[src/rtl/dma_mm_copy_engine.sv]
// dma_mm_copy_engine: Avalon-MM memory-to-memory word copy through a credit-limited FIFO; DMA_IRQ_EN adds irq and the IE bit
module dma_mm_copy_engine #(
  parameter int FIFO_DEPTH = 8,
  parameter int LEN_W      = 16
) (
  input  logic        clk,
  input  logic        reset_n,
  input  logic [2:0]  csr_address,
  input  logic        csr_read,
  input  logic        csr_write,
  input  logic [31:0] csr_writedata,
  output logic [31:0] csr_readdata,
  output logic [31:0] rd_address,
  output logic        rd_read,
  input  logic        rd_waitrequest,
  input  logic [31:0] rd_readdata,
  input  logic        rd_readdatavalid,
  output logic [31:0] wr_address,
  output logic        wr_write,
  output logic [31:0] wr_writedata,
  output logic [3:0]  wr_byteenable,
  input  logic        wr_waitrequest
`ifdef DMA_IRQ_EN
  ,
  output logic        irq
`endif
);
  localparam int AW = $clog2(FIFO_DEPTH);
  typedef enum logic [1:0] {IDLE, RUN, DONE_ST} state_t;
  state_t state;
  logic done, ie, busy, go, acc_r, acc_w, push, credit;
  logic [31:0] src, dst, rdata;
  logic [LEN_W-1:0] len, rd_left, left_n;
  logic [AW:0] cnt, cnt_n, outs, outs_n;
  logic [AW-1:0] wptr, rptr;
  logic [31:0] mem [FIFO_DEPTH];
  assign busy = state == RUN;
  assign acc_r = rd_read & ~rd_waitrequest;
  assign acc_w = wr_write & ~wr_waitrequest;
  assign push = busy & rd_readdatavalid;
  assign go = csr_write & (csr_address == 3'd4) & csr_writedata[0] & ~busy;
  assign cnt_n = cnt + (AW+1)'(push) - (AW+1)'(acc_w);
  assign outs_n = outs + (AW+1)'(acc_r) - (AW+1)'(push);
  assign left_n = rd_left - LEN_W'(acc_r);
  // FIFO slots already holding data or promised to in-flight reads gate new reads
  assign credit = ({1'b0, cnt_n} + {1'b0, outs_n}) < (AW+2)'(FIFO_DEPTH);
  assign wr_writedata = mem[rptr];
  assign wr_byteenable = 4'hf;
`ifdef DMA_IRQ_EN
  assign irq = done & ie;
`else
  assign ie = 1'b0;
`endif
  always_comb
    rdata = csr_address == 3'd0 ? {30'd0, done, busy} :
            csr_address == 3'd1 ? src :
            csr_address == 3'd2 ? dst :
            csr_address == 3'd3 ? 32'(len) :
            csr_address == 3'd4 ? {30'd0, ie, 1'b0} : 32'd0;
  always_ff @(posedge clk or negedge reset_n) begin
    if (!reset_n) begin
      state <= IDLE;
      done <= 1'b0;
      src <= '0;
      dst <= '0;
      len <= '0;
      rd_left <= '0;
      cnt <= '0;
      outs <= '0;
      wptr <= '0;
      rptr <= '0;
      csr_readdata <= '0;
      rd_read <= 1'b0;
      wr_write <= 1'b0;
      rd_address <= '0;
      wr_address <= '0;
      for (int i = 0; i < FIFO_DEPTH; i++) mem[i] <= '0;
`ifdef DMA_IRQ_EN
      ie <= 1'b0;
`endif
    end else begin
      csr_readdata <= csr_read ? rdata : 32'd0;
      if (csr_write && csr_address == 3'd0) done <= 1'b0;
`ifdef DMA_IRQ_EN
      if (csr_write && csr_address == 3'd4) ie <= csr_writedata[1];
`endif
      if (busy) begin
        rd_read <= (left_n != '0) && credit;
        wr_write <= cnt_n != '0;
        rd_left <= left_n;
        cnt <= cnt_n;
        outs <= outs_n;
        if (acc_r) rd_address <= rd_address + 32'd4;
        if (push) begin
          mem[wptr] <= rd_readdata;
          wptr <= wptr + AW'(1);
        end
        // LEN doubles as the remaining-write counter, so it reads back 0 when done
        if (acc_w) begin
          rptr <= rptr + AW'(1);
          wr_address <= wr_address + 32'd4;
          len <= len - LEN_W'(1);
          if (len == LEN_W'(1)) state <= DONE_ST;
        end
      end else begin
        if (state == DONE_ST) begin
          done <= 1'b1;
          state <= IDLE;
        end
        if (csr_write && csr_address == 3'd1) src <= {csr_writedata[31:2], 2'b00};
        if (csr_write && csr_address == 3'd2) dst <= {csr_writedata[31:2], 2'b00};
        if (csr_write && csr_address == 3'd3) len <= csr_writedata[LEN_W-1:0];
        if (go && len != '0) begin
          state <= RUN;
          done <= 1'b0;
          rd_read <= 1'b1;
          rd_left <= len;
          rd_address <= src;
          wr_address <= dst;
        end else if (go) done <= 1'b1;
      end
    end
  end
endmodule

[config.mk]
export PLATFORM = sky130hd
export DESIGN_NAME = dma_mm_copy_engine
export DESIGN_NICKNAME = d
export VERILOG_FILES = /design/src/rtl/dma_mm_copy_engine.sv
export SDC_FILE = /design/constraint.sdc
export NUM_CORES = 1
export LEC_CHECK = 0
export ABC_AREA = 1
export BUFFER_PORTS_ARGS = -buffer_cell sky130_fd_sc_hd__clkbuf_2
export CORE_MARGIN = 4
export CORE_UTILIZATION = 60
export CTS_CLUSTER_DIAMETER = 80
export CTS_CLUSTER_SIZE = 25
export DETAILED_ROUTE_END_ITERATION = 7
export HOLD_SLACK_MARGIN = 0.05
export PLACE_DENSITY_LB_ADDON = 0.15
export SLEW_MARGIN = 20
export SYNTH_ARGS = -nofsm -noshare
export SYNTH_HDL_FRONTEND = slang
export SYNTH_SLANG_ARGS = --single-unit
export TNS_END_PERCENT = 20
[constraint.sdc]
create_clock -name clk -period 3.4 [get_ports clk]
set_input_delay 0 -clock clk [delete_from_list [all_inputs] [get_ports clk]]
set_output_delay 0 -clock clk [all_outputs]
set_load 0.01 [all_outputs]
Word level (Yosys, flattened, before mapping)
Index checks and enable logic that the tools add are counted.

Register bits: 463. Input port bits: 74. Output and inout bits: 134.

$add $sub $neg: 11. $lt $le $gt $ge: 4. Equal/unequal tests: 10. Muxes and demuxes: 34. Bitwise logic cells: 11. Reductions and logical operators: 22.

Operators with widths (count): 32-bit 2-to-1 mux (13); 256-bit bitwise mux (1); 32-bit binary-select mux with 3-bit select (1); 32-bit demux with 3-bit select (1); 16-bit 2-to-1 mux (6); 32-bit by 3-bit adder with 32-bit output (second input constant) (2); 16-bit nonzero test (2); 16-bit by 1-bit == test with 1-bit output (second input constant) (1); 16-bit by 1-bit subtractor with 16-bit output (1); 16-bit by 1-bit subtractor with 16-bit output (second input constant) (1); 2-bit AND reduction (7); 2-bit 2-to-1 mux (5); 4-bit by 1-bit adder with 4-bit output (2); 4-bit greater-or-equal comparator (second input constant) (2); 3-bit NOT with 4-bit output (2); 4-bit by 1-bit subtractor with 4-bit output (2); 1-bit logical AND (7); 1-bit 2-to-1 mux (7); 3-bit by 1-bit adder with 3-bit output (second input constant) (2); 1-bit bitwise AND (6); 3-bit by 2-bit == test with 1-bit output (second input constant) (2); 2-bit by 1-bit inequality test with 1-bit output (second input constant) (3); 4-bit by 4-bit adder with 5-bit output (1); 5-bit by 4-bit < comparator with 1-bit output (second input constant) (1); other kinds (11) (14).

Depth between registers and ports, before layout
Depth in word-level cells: 8. Depth in mapped cells: 16. Gate-level depth less buffers: 15.

Worst setup path before layout
Ideal clock, no wire load.

Path kind: reg2reg. Start: reg state[0]. End: reg rd_read. Data arrival time: 2.706 ns. Data required time: 3.322 ns. Slack: 0.616 ns. Cell stages (with the launch flop): 15. Path buffers: 1. Clock period less this slack: 2.784 ns. Path through: dfrtp_1 > ha_1 > buf_4 > nand2_2 > inv_1 > nand2_1 > nand2_1 > ha_1 > fa_1 > xor2_1 > ha_1 > or3_1 > a21oi_1 > nand2_1 > a21oi_1.

RTL lines: start: declaration (line 30) `state_t state;`; start signal: assignment (line 62) `state <= IDLE;`; start signal: assignment (line 103) `if (len == LEN_W'(1)) state <= DONE_ST;`; start signal: assignment (line 108) `state <= IDLE;`; 2-bit by 1-bit == test with 1-bit output (line 37) `assign busy = state == RUN;`; net busy (line 31) `logic done, ie, busy, go, acc_r, acc_w, push, credit;`; 1-bit bitwise AND (line 40) `assign push = busy & rd_readdatavalid;`; 4-bit by 1-bit subtractor with 4-bit output (line 43) `assign outs_n = outs + (AW+1)'(acc_r) - (AW+1)'(push);`; net outs_n[2] (line 34) `logic [AW:0] cnt, cnt_n, outs, outs_n;`; 4-bit by 4-bit adder with 5-bit output (line 46) `assign credit = ({1'b0, cnt_n} + {1'b0, outs_n}) < (AW+2)'(FIFO_DEPTH);`; 5-bit by 4-bit < comparator with 1-bit output (line 46); 1-bit logical AND (line 88) `rd_read <= (left_n != '0) && credit;`; 1-bit 2-to-1 mux (line 87) `if (busy) begin`; end signal: assignment (line 88); end: declaration (line 14) `output logic rd_read,`.

The timed path passes the listed nets, and every way through them passes these cells. A chain may end at the register's enable or synchronous reset.

Worst setup path in the final report
Start: reg state[1]. End: reg rd_read.

Same word-level chain as after synthesis.

==> metrics.txt <==
Cell Area, Placed roughly 0.024 mm²; core footprint 0.0366 mm²; post-synthesis compound-gate area fraction 0.184; Sum Neg Setup Slack 0 ps; HPWL after DPL 39900 µm; relative slew slack 0.429; commonest non-fill, non-tap cell in the layout nand2_1; Setup violations, final 0; Final Critical Period between 2000 and 3000 ps; R2R Setup Slk between 400 and 500 ps; hold buffers post-CTS 77; Critical Path End Type register; Post-Place Worst Slack 516 ps; Pins Over Slew Limit 0; global-route wire length before repair 102000 µm; share of layout cells above drive strength 1 0.115; total gr overflow 0; crit-path most repeated cell nand2_1; Post-Synth XOR/XNOR Area 0.0129; clk_lat worst skew 570 ps; worst setup margin 484 ps; RSZ-0062 raised after global routing no; Total GRT Usage 0.301; IR drop worst, VDD 0.000624 V; Startpoint Class register; max-cap violations 0; Post-synth EDFFs 0; Leak 12.0 nW; PortBufs between 150 and 200; sequential share of the synthesized area 0.515; routed wire length approximately 61000 µm; Synth Register Bits 459; post-synthesis mux area share 0; Power Density 866 mW/mm²; Area contributors post-synth dfrtp_1, o21ai_0, nand2_1; First-pass DRT Iterations 5; Clock Path Buffers 3; critical path class register to register; Initial Util 0.610; Fin Hold WS 47.4 ps; largest net degree at the start of global routing 111; fill count around 3000; Setup Fix Bufs, Post-CTS 0; FP Rows 70; vias in the first global route slightly below 20000; H-tree levels 1; reg-to-reg startpoint state[1]; Cell Chain, Critical Path inv_1, ha_4, nand2_2, inv_1, nand2_1, nand2_1, ha_1, fa_1, xor2_1, ha_1, or3_1, a21oi_1, nand2_1, a21oi_1; initial antenna violation count 0; Root Driver clkbuf_16; Syn Area/Cell 8.00 µm²; Yosys cell types 50; gp weighted congestion around 0.92; Final Net Count 3070; crit path max fanout 20; adder-cell share of the synthesized area 0.0130; Worst-Margin Slew 857 ps; drt wl/cell 17.8 µm; chip width 201 µm; die height around 200 µm; Final Skew 16.6 ps; largest family of logic cells by synthesized area simple AND/OR/NAND/NOR gates; Clk pin slew, worst setup/hold paths 90 ps; Starting DRT DRC Count approximately 1600; final hold vios 0; DRC 0; top-area cell type share of the netlist area 0.515; class of the worst hold path input pin to async pin; CTS tree done; reg2reg end rd_read; CTS sink cnt 459; Arrival @ worst endpoint 3410 ps; Reg2Reg Depth 14; Mapped Cells 2791; fin crit share 0.858; Post-Syn Area 0.0223 mm²; number of I/O pins 208; Vias/cell 5.81; yosys warns 0; most frequent cells in the layout nand2_1, o21ai_0, dfrtp_1; Post-CTS Resized 0; fmax 0.343 GHz; Area growth syn-to-layout 13.4%; Slowest-stage cell, CP dfrtp_1; Crit path required time 3890 ps; fin area 0.0253 mm²; Post-Synth Simple-Gate Area 0.207; Top FF cell, synth dfrtp_1; Ant. Diodes 0; via count 20100; Routed Antenna Nets 0; Async SR Flop Fraction 1.00; final total power around 0.022 W; Max stage delay on crit path 380 ps; leading area contributor after synthesis dfrtp_1; cts bufs inserted 26; die area 0.0404 mm²; status finished, final reports clean
[registers in the layout, indices dropped and copies added (netlist names)]
| register | flops |
|---|---|
| rd_address | 30 |
| wr_write | 1 |
| cnt | 4 |
| done | 1 |
| src | 30 |
| mem | 256 |
| dst | 30 |
| rd_read | 1 |
| rptr | 3 |
| outs | 4 |
| state | 2 |
| rd_left | 16 |
| len | 16 |
| wptr | 3 |
| wr_address | 30 |
| csr_readdata | 32 |
[power breakdown]
part / switching, W / total [W] / leakage, nW / internal (W)
logic: 0.00582 / 0.00920 / 5.63 / 0.00338
clock network: 0.00194 / 0.00355 / 0.419 / 0.00161
registers: 0.00168 / 0.00918 / 5.99 / 0.00750
[critical path, delay by kind of cell, from the launching register on]
kind,cells,cell delay [ps]
adders and majority gates,4,1010
buffers and inverters,2,190
xor gates and xnor gates,1,180
AOI/OAI and AO/OA,2,250
DFF,1,380
and+or+nand+nor,5,820
[worst max path at each step]
stage	to	startpoint	slack [ps]
5_1_grt	rd_read	state[1]	280
3_5_place_dp	rd_read	state[1]	520
3_3_place_gp	rd_read	state[1]	570
2_1_floorplan	rd_read	state[0]	620
4_1_cts	rd_read	state[1]	480
6_report	rd_read	state[1]	480
[cells in the mapped netlist, drive strengths merged, types with 6 or more instances]
library cell	n
inv	216
nand3	61
o21ai	554
xor2	28
o22ai	50
clkbuf	129
a31oi	50
buf	36
nor2	382
nor4	6
nand2	626
ha	20
a21oi	57
o211ai	14
nand4	25
a22oi	10
dfrtp	459
nor3	23
o221ai	15
[layout make-up]
| cell class | instances | area (µm²) | area share |
|---|---|---|---|
| clock buffers | 28 | 689 | 0.0272 |
| clock inverters | 14 | 170 | 0.00672 |
| inverters | 216 | 812 | 0.0321 |
| multi-input cells | 1957 | 9380 | 0.371 |
| flip-flops and latches | 459 | 11500 | 0.454 |
| well taps | 468 | 586 | 0.0231 |
| repair buffers | 314 | 2180 | 0.0862 |
[per-stage QoR]
step	instances	utilization
5_1_grt	3456	0.691
3_3_place_gp	3336	0.646
4_1_cts	3455	0.691
6_report	3456	0.691
3_5_place_dp	3336	0.646
2_1_floorplan	2797	-
[layer usage]
metal	share of wire	track usage	up-vias	wire length (µm)
met5	0	0	-	0
met4	0.040	0.113	0	2440
met3	0.077	0.0502	149	4760
met2	0.47	0.494	797	29000
met1	0.41	0.408	9575	25200
li1	-	-	9545	-
[logic make-up after synthesis]
group                      after synthesis
AOI/OAI and AO/OA                      761
other                                    2
DFF                                    459
adders and majority gates               22
and+or+nand+nor                       1133
buffers and inverters                  381
xor gates and xnor gates                33
Note: power is estimated with default switching activity, not from simulation.
